### src/rtl/stmm_result_writer.sv
// StMM result write-back: takes one N*Q-bit result row per handshake and streams it
// to SDRAM as SDRAM_W-bit beats at contiguous word addresses, pulsing done per job.
module stmm_result_writer #(
  parameter int N       = 176,
  parameter int Q       = 8,
  parameter int SDRAM_W = 128,
  parameter int ADDR_W  = 25,
  parameter int ROWS_W  = 8
) (
  input  logic                 clk,
  input  logic                 rst_n,
  input  logic                 start,
  input  logic [ADDR_W-1:0]    base_addr,
  input  logic [ROWS_W-1:0]    num_rows,
  input  logic                 y_valid,
  input  logic [N*Q-1:0]       y_data,
  output logic                 y_ready,
  output logic                 wr_valid,
  output logic [ADDR_W-1:0]    wr_addr,
  output logic [SDRAM_W-1:0]   wr_data,
  input  logic                 wr_ready,
  output logic                 busy,
  output logic                 done
);

  localparam int RW     = N * Q;
  localparam int BEATS  = (RW + SDRAM_W - 1) / SDRAM_W;
  localparam int PAD_W  = BEATS * SDRAM_W;
  localparam int BEAT_W = (BEATS > 1) ? $clog2(BEATS) : 1;

  typedef enum logic [1:0] {
    S_IDLE,
    S_WAIT_ROW,
    S_SEND,
    S_DONE
  } state_t;

  state_t              state, state_next;
  logic [BEAT_W-1:0]   beat;
  logic [ROWS_W-1:0]   row;
  logic [ROWS_W-1:0]   num_rows_q;
  logic [ADDR_W-1:0]   cur_addr;
  logic [PAD_W-1:0]    row_buf;
  logic                last_beat;

  assign last_beat = (beat == BEAT_W'(BEATS - 1));

  // NOTE: sequential state uses non-blocking assignments so every register samples
  // pre-edge values regardless of statement order.
  always_ff @(posedge clk or negedge rst_n) begin
    if (!rst_n) begin
      state      <= S_IDLE;
      beat       <= '0;
      row        <= '0;
      num_rows_q <= '0;
      cur_addr   <= '0;
      // NOTE: the row buffer is a plain register, not a RAM, so it can and does take
      // the async reset; this keeps wr_data at zero straight out of reset.
      row_buf    <= '0;
    end else begin
      state <= state_next;
      case (state)
        S_IDLE: begin
          if (start) begin
            cur_addr   <= base_addr;
            num_rows_q <= num_rows;
            row        <= '0;
          end
        end
        S_WAIT_ROW: begin
          if (y_valid) begin
            // Zero-extension pads the top of the last beat when RW is not beat-aligned.
            row_buf <= PAD_W'(y_data);
            beat    <= '0;
          end
        end
        S_SEND: begin
          if (wr_ready) begin
            cur_addr <= cur_addr + ADDR_W'(1);
            beat     <= last_beat ? '0 : beat + BEAT_W'(1);
            if (last_beat) row <= row + ROWS_W'(1);
          end
        end
        default: ;
      endcase
    end
  end

  // NOTE: every output of this block gets a default first, so no path leaves a
  // variable unassigned and no latch is inferred.
  always_comb begin
    state_next = state;
    y_ready    = 1'b0;
    wr_valid   = 1'b0;
    busy       = 1'b1;
    done       = 1'b0;
    case (state)
      S_IDLE: begin
        busy = 1'b0;
        if (start) state_next = (num_rows == '0) ? S_DONE : S_WAIT_ROW;
      end
      S_WAIT_ROW: begin
        y_ready = 1'b1;
        if (y_valid) state_next = S_SEND;
      end
      S_SEND: begin
        wr_valid = 1'b1;
        if (wr_ready && last_beat)
          state_next = ((row + ROWS_W'(1)) == num_rows_q) ? S_DONE : S_WAIT_ROW;
      end
      S_DONE: begin
        done       = 1'b1;
        state_next = S_IDLE;
      end
      default: state_next = S_IDLE;
    endcase
  end

  assign wr_addr = cur_addr;
  assign wr_data = row_buf[int'(beat) * SDRAM_W +: SDRAM_W];

endmodule

### config.mk
export PLATFORM = sky130hd
export DESIGN_NAME = stmm_result_writer
export DESIGN_NICKNAME = d
export VERILOG_FILES = /design/src/rtl/stmm_result_writer.sv
export SDC_FILE = /design/constraint.sdc
export NUM_CORES = 2
export LEC_CHECK = 0
export CORE_AREA = 2 2 633 635
export CTS_CLUSTER_SIZE = 16
export DETAILED_ROUTE_END_ITERATION = 6
export DIE_AREA = 0 0 635 637
export GPL_ROUTABILITY_DRIVEN = 0
export HOLD_SLACK_MARGIN = 0.03
export SLEW_MARGIN = 10
export SYNTH_ARGS = -nofsm -noshare
export SYNTH_HDL_FRONTEND = slang
export SYNTH_SLANG_ARGS = --single-unit
### constraint.sdc
create_clock -name clk -period 2.26 [get_ports clk]
set_clock_uncertainty 0.1 [all_clocks]
set_input_delay 0.339 -clock clk [delete_from_list [all_inputs] [get_ports clk]]
set_output_delay 0.339 -clock clk [all_outputs]
set_load 0.01 [all_outputs]
=== Yosys cells after proc, flatten, opt, wreduce, memory -nomap -nowiden ===
Cells that the tools add are included.

* Flip-flop bits (word level): 1455
* Latch bits: 0
* Bits in writable memories: 0
* ROM bits: 0
* Bits of input ports: 1446
* Output and inout bits: 157
* Word-level logic and storage cells: 52
* Memories: 0

* $add $sub $neg: 3
* Multipliers: 0
* Divide/modulo/power cells: 0
* $lt $le $gt $ge: 0
* Equality and inequality tests: 10
* Shifts and indexed selects: 1
* Mux-type cells: 21
* Bitwise gates (word level): 0
* Reduce and logical (&&, ||, !) cells: 11

{| class="wikitable"
|+ Operators by type and width
! cell !! number
|-
| variable part select 1408 x 12 -> 128 bit || 1
|-
| 2-to-1 mux 25 bit || 2
|-
| one-hot mux 25 bit (2 select lines) || 1
|-
| adder 25 x 1 -> 25 bit (second input constant) || 1
|-
| 2-to-1 mux 8 bit || 3
|-
| one-hot mux 8 bit (2 select lines) || 1
|-
| 2-to-1 mux 4 bit || 3
|-
| 2-to-1 mux 2 bit || 5
|-
| inequality test 2 bit (second input constant) || 5
|-
| AND reduction 3 bit || 3
|-
| adder 8 x 1 -> 8 bit (second input constant) || 1
|-
| equality test 8 bit || 1
|-
| logical NOT 8 bit || 1
|-
| one-hot mux 2 bit (4 select lines) || 1
|-
| one-hot mux 4 bit (2 select lines) || 1
|-
| adder 4 x 1 -> 4 bit (second input constant) || 1
|-
| equality test 2 bit (second input constant) || 2
|-
| equality test 4 bit (second input constant) || 1
|-
| 2-to-1 mux 1 bit || 4
|-
| AND reduction 2 bit || 2
|-
| AND reduction 4 bit || 1
|-
| nonzero test 2 bit || 2
|-
| equality test 2 x 1 -> 1 bit (second input constant) || 1
|-
| logical NOT 2 bit || 1
|-
| logical AND 1 bit || 1
|}

=== Logic depth before layout (Yosys ltp) ===
* Depth after elaboration: 5
* Mapped depth: 13

=== Worst setup path before layout ===
No wires, ideal clock.

* Path type: flip-flop to flip-flop
* Start point: register beat[0]
* End point: register row[4]
* Library setup time: 0.121 ns
* Data arrival time: 2.221 ns
* Required time: 2.039 ns
* Path slack: -0.182 ns
* Stages on the path, launching flop included: 14
* Cell sequence: dfrtp_1 -> clkbuf_1 -> buf_2 -> buf_4 -> buf_2 -> buf_2 -> inv_1 -> ha_1 -> nand3b_1 -> o21ai_1 -> nand2b_1 -> clkbuf_1 -> o21ai_0 -> a22o_1

* Word-level cells in the longest chain between the ends: 3

{| class="wikitable"
|+ RTL lines
! item !! RTL line !! RTL
|-
| start, declared || 39 || <nowiki>logic [BEAT_W-1:0] beat;</nowiki>
|-
| start signal, assigned || 80 || <nowiki>beat <= last_beat ? '0 : beat + BEAT_W'(1);</nowiki>
|-
| equality test 4 bit || 46 || <nowiki>assign last_beat = (beat == BEAT_W'(BEATS - 1));</nowiki>
|-
| inequality test 2 bit (no source line) || - ||
|-
| AND reduction 4 bit (no source line) || - ||
|-
| end signal, assigned || 81 || <nowiki>if (last_beat) row <= row + ROWS_W'(1);</nowiki>
|-
| end, declared || 40 || <nowiki>logic [ROWS_W-1:0] row;</nowiki>
|}

No other way between the ends.
A chain may end at the register's enable or synchronous reset.

=== Worst setup path in the final report ===
* Start point: register beat[1]
* End point: output port wr_data[63]

* Word-level cells in the longest chain between the ends: 1

{| class="wikitable"
|+ RTL lines
! item !! RTL line !! RTL
|-
| variable part select 1408 x 12 -> 128 bit || 120 || <nowiki>assign wr_data = row_buf[int'(beat) * SDRAM_W +: SDRAM_W];</nowiki>
|-
| end, declared || 20 || <nowiki>output logic [SDRAM_W-1:0] wr_data,</nowiki>
|}

No other way between the ends.

==> flow_summary.json <==
{
  "outcome": "complete, but fails checks",
  "violations": "design-rule violations, negative setup slack",
  "ant_nets": 0,
  "coreArea_um2": 398000,
  "wl_per_cell_um": 26.9,
  "rows": 232,
  "ys_seq_area_share_pct": 55.3,
  "cp-end-kind": "output port",
  "drtIter0Drc": 3582,
  "fin_setup_tns_ps": -157240,
  "pwr-share-seq_pct": 34.2,
  "stdcell_count": 13500,
  "synth_commonest_cells": "dfrtp_1 (1,455), mux2_2 (1,237), nand2_1 (290), o21ai_0 (286), mux4_2 (256)",
  "viasPerCell": 4.17,
  "fin_ws_ps": -1480,
  "area_delta_synth_final_pct": 75.7,
  "dpl.hpwl_mm": 285,
  "drv_slew": 0,
  "nNetsFinal": 9368,
  "hold_viol_final": 0,
  "switching_share_pct": 34.8,
  "firstDrtPassIters": 7,
  "grt_pass1_wl_mm": 489,
  "htree_levels": 4,
  "drive_gt1_share_pct": 35.8,
  "synth_area_leader_cell": "dfrtp_1",
  "clk_latency_ps": 890,
  "fin_hold_ws_ps": 81.2,
  "tightest_slew_ps": 705,
  "grt_setup_unrepaired": "yes",
  "globalRouteMet1Util_pct": 20.0,
  "synth_top_area_share_pct": 55.3,
  "drv_cap": 0,
  "yosys_warnings": 0,
  "avgSynthCellArea_um2": 14.7,
  "slew_headroom_pct": 53.0,
  "grtUsageTotal_pct": 17.1,
  "period_share_pct": 166,
  "remaining_drc_errors": 1,
  "grt_max_degree": 116,
  "syn_area_um2": 65800,
  "grt.busiest_layer": "met2",
  "die_y_um": 637,
  "combPwrFrac_pct": 44.8,
  "ir_drop_mv": 0.732,
  "synth_cells": 4483,
  "synth_edf_count": 0,
  "clk_pin_slew_worst_paths_ps": 70,
  "setup-violations-final": 142,
  "crit_fanout": 6,
  "routed_wl_mm": 362,
  "max_freq_mhz": 267,
  "worstPathArrival_ps": 3300,
  "powerDensity_nw_per_um2": 1250,
  "required_ps": 1820,
  "initial_core_util_pct": 16.5,
  "syn_nets": 5933,
  "critical_path_class": "reg2out",
  "finalPower_mw": 144,
  "vias": 56200,
  "synth_most_common_cell": "dfrtp_1",
  "internal_power_mw": 94.0,
  "leakage_nw": 45.5,
  "clockRootBuffer": "clkbuf_16",
  "async_flop_share_pct": 100,
  "grt_use_met3_pct": 4.27,
  "cts_tree": "yes",
  "clock_power_share_pct": 21.0,
  "grt_antenna_before_repair": 227,
  "fin_crit_ps": 3740,
  "synth-seq-cells": 1455,
  "pin_count": 1603,
  "gr-total-overflow": 0,
  "numPortBuffers": 1602,
  "yosys-top-cells-area": "dfrtp_1 (55%), mux2_2 (21%), mux4_2 (8.8%)",
  "dieArea_um2": 404000,
  "place_inst": 11500,
  "synthFlopType": "dfrtp_1",
  "switchingPower_mw": 50.1,
  "grt_use_met2_pct": 29.3,
  "ys_types": 58,
  "final_cell_area_um2": 116000,
  "cts_buffer_depth": 4,
  "hold_class": "in2reg",
  "clock_sinks": 1455,
  "placed_area_um2": 92200,
  "grt_pass1_vias": 60800,
  "numCtsBuffers": 179,
  "startpoint_type": "flop",
  "die_x_um": 635
}
## kinds of logic (layout without fill, tap and decap cells)
logic type / after synthesis / count (layout) / synth area share (%)
mux: 1800 / 1800 / 34.9
flops: 1455 / 1455 / 55.3
compound gates: 488 / 488 / 4.37
simple gates: 385 / 386 / 2.56
buf+inv: 341 / 3914 / 2.58
xor+xnor: 10 / 10 / 0.133
fa+ha+maj: 4 / 4 / 0.0761
other cells: 0 / 157 / 0
## worst paths after layout
kind / startpoint / end / slack (ps) / cells after the start
worst max-delay path: beat[1] / wr_data[63] / -1480 / 10
worst min register to register: row_buf[640] / row_buf[640] / 380 / 1
worst max register to register: beat[1] / row[2] / -190 / 12
min in group asynchronous: rst_n / row_buf[238] / 300 / 3
max in group asynchronous: rst_n / row_buf[1269] / 1030 / 3
worst min-delay path: y_data[832] / row_buf[832] / 80 / 2
## worst max-delay path: stages, from the launching register on
cell	delay (ps)
dfrtp_4	530
buf_12	160
buf_12	130
buf_12	150
buf_6	140
mux2i_1	120
o211ai_1	560
o21ai_1	140
o21ai_1	190
buf_4	170
buf_6	110
## flip-flops by register name (all words and copies together) (netlist names)
signal	flops
row_buf	1408
beat	4
num_rows_q	8
state	2
row	8
wr_addr	25
## cells in the final DEF (no fill, tap or decap), types with 157 or more instances in the layout
cell / instances
diode_2: 157
mux4_2: 256
buf_4: 354
dfrtp_1: 1442
mux2_2: 1237
dlygate4sd3_1: 1298
nand2_1: 178
clkbuf_16: 197
mux2_1: 178
clkdlybuf4s50_1: 1444
buf_12: 170
## power groups by stage
| stage | clock network, mW | registers [mW] | logic (mW) |
|---|---|---|---|
| after CTS | 30.9 | 48.9 | 61.9 |
| final | 30.3 | 49.3 | 64.6 |
| after floorplan | 0 | 44.2 | 31.5 |
| after detailed placement | 0 | 49.2 | 55.7 |
| after global routing | 32.0 | 50.5 | 68.2 |
| after global placement | 0 | 48.6 | 54.7 |
## metal layers
| layer | routed length [um] | up-vias |
|---|---|---|
| met5 | 575 | - |
| met4 | 19100 | 88 |
| met3 | 25000 | 848 |
| met2 | 177000 | 2579 |
| met1 | 140000 | 29000 |
| li1 | - | 23700 |
## layout make-up
type	instances	area [um2]
timing repair buffer	3587	37200
antenna	157	393
fill	39700	282000
tap	5265	6590
clock buffer	241	4950
multi-input combinational	2688	28900
sequential	1455	36400
clock inverter	79	1100
inverter	7	31.3
## through the flow
stage | util [%] | setup WS [ps]
after floorplan | - | 33.3
after global placement | 23.2 | -1260
after global routing | 29.0 | -1560
final | 29.1 | -1480
after detailed placement | 23.2 | -1280
after CTS | 28.6 | -1700
## what timing repair did
item                                   in CTS  in global routing
gates cloned                                7                 11
setup endpoints to repair                 170                143
resized for setup                        1013                463
hold buffers                             1299                  0
setup buffers                             153                 79
endpoints found under the hold margin    2752                  0
pin swaps                                 101                165
Note: power is estimated with default switching activity, not from simulation.
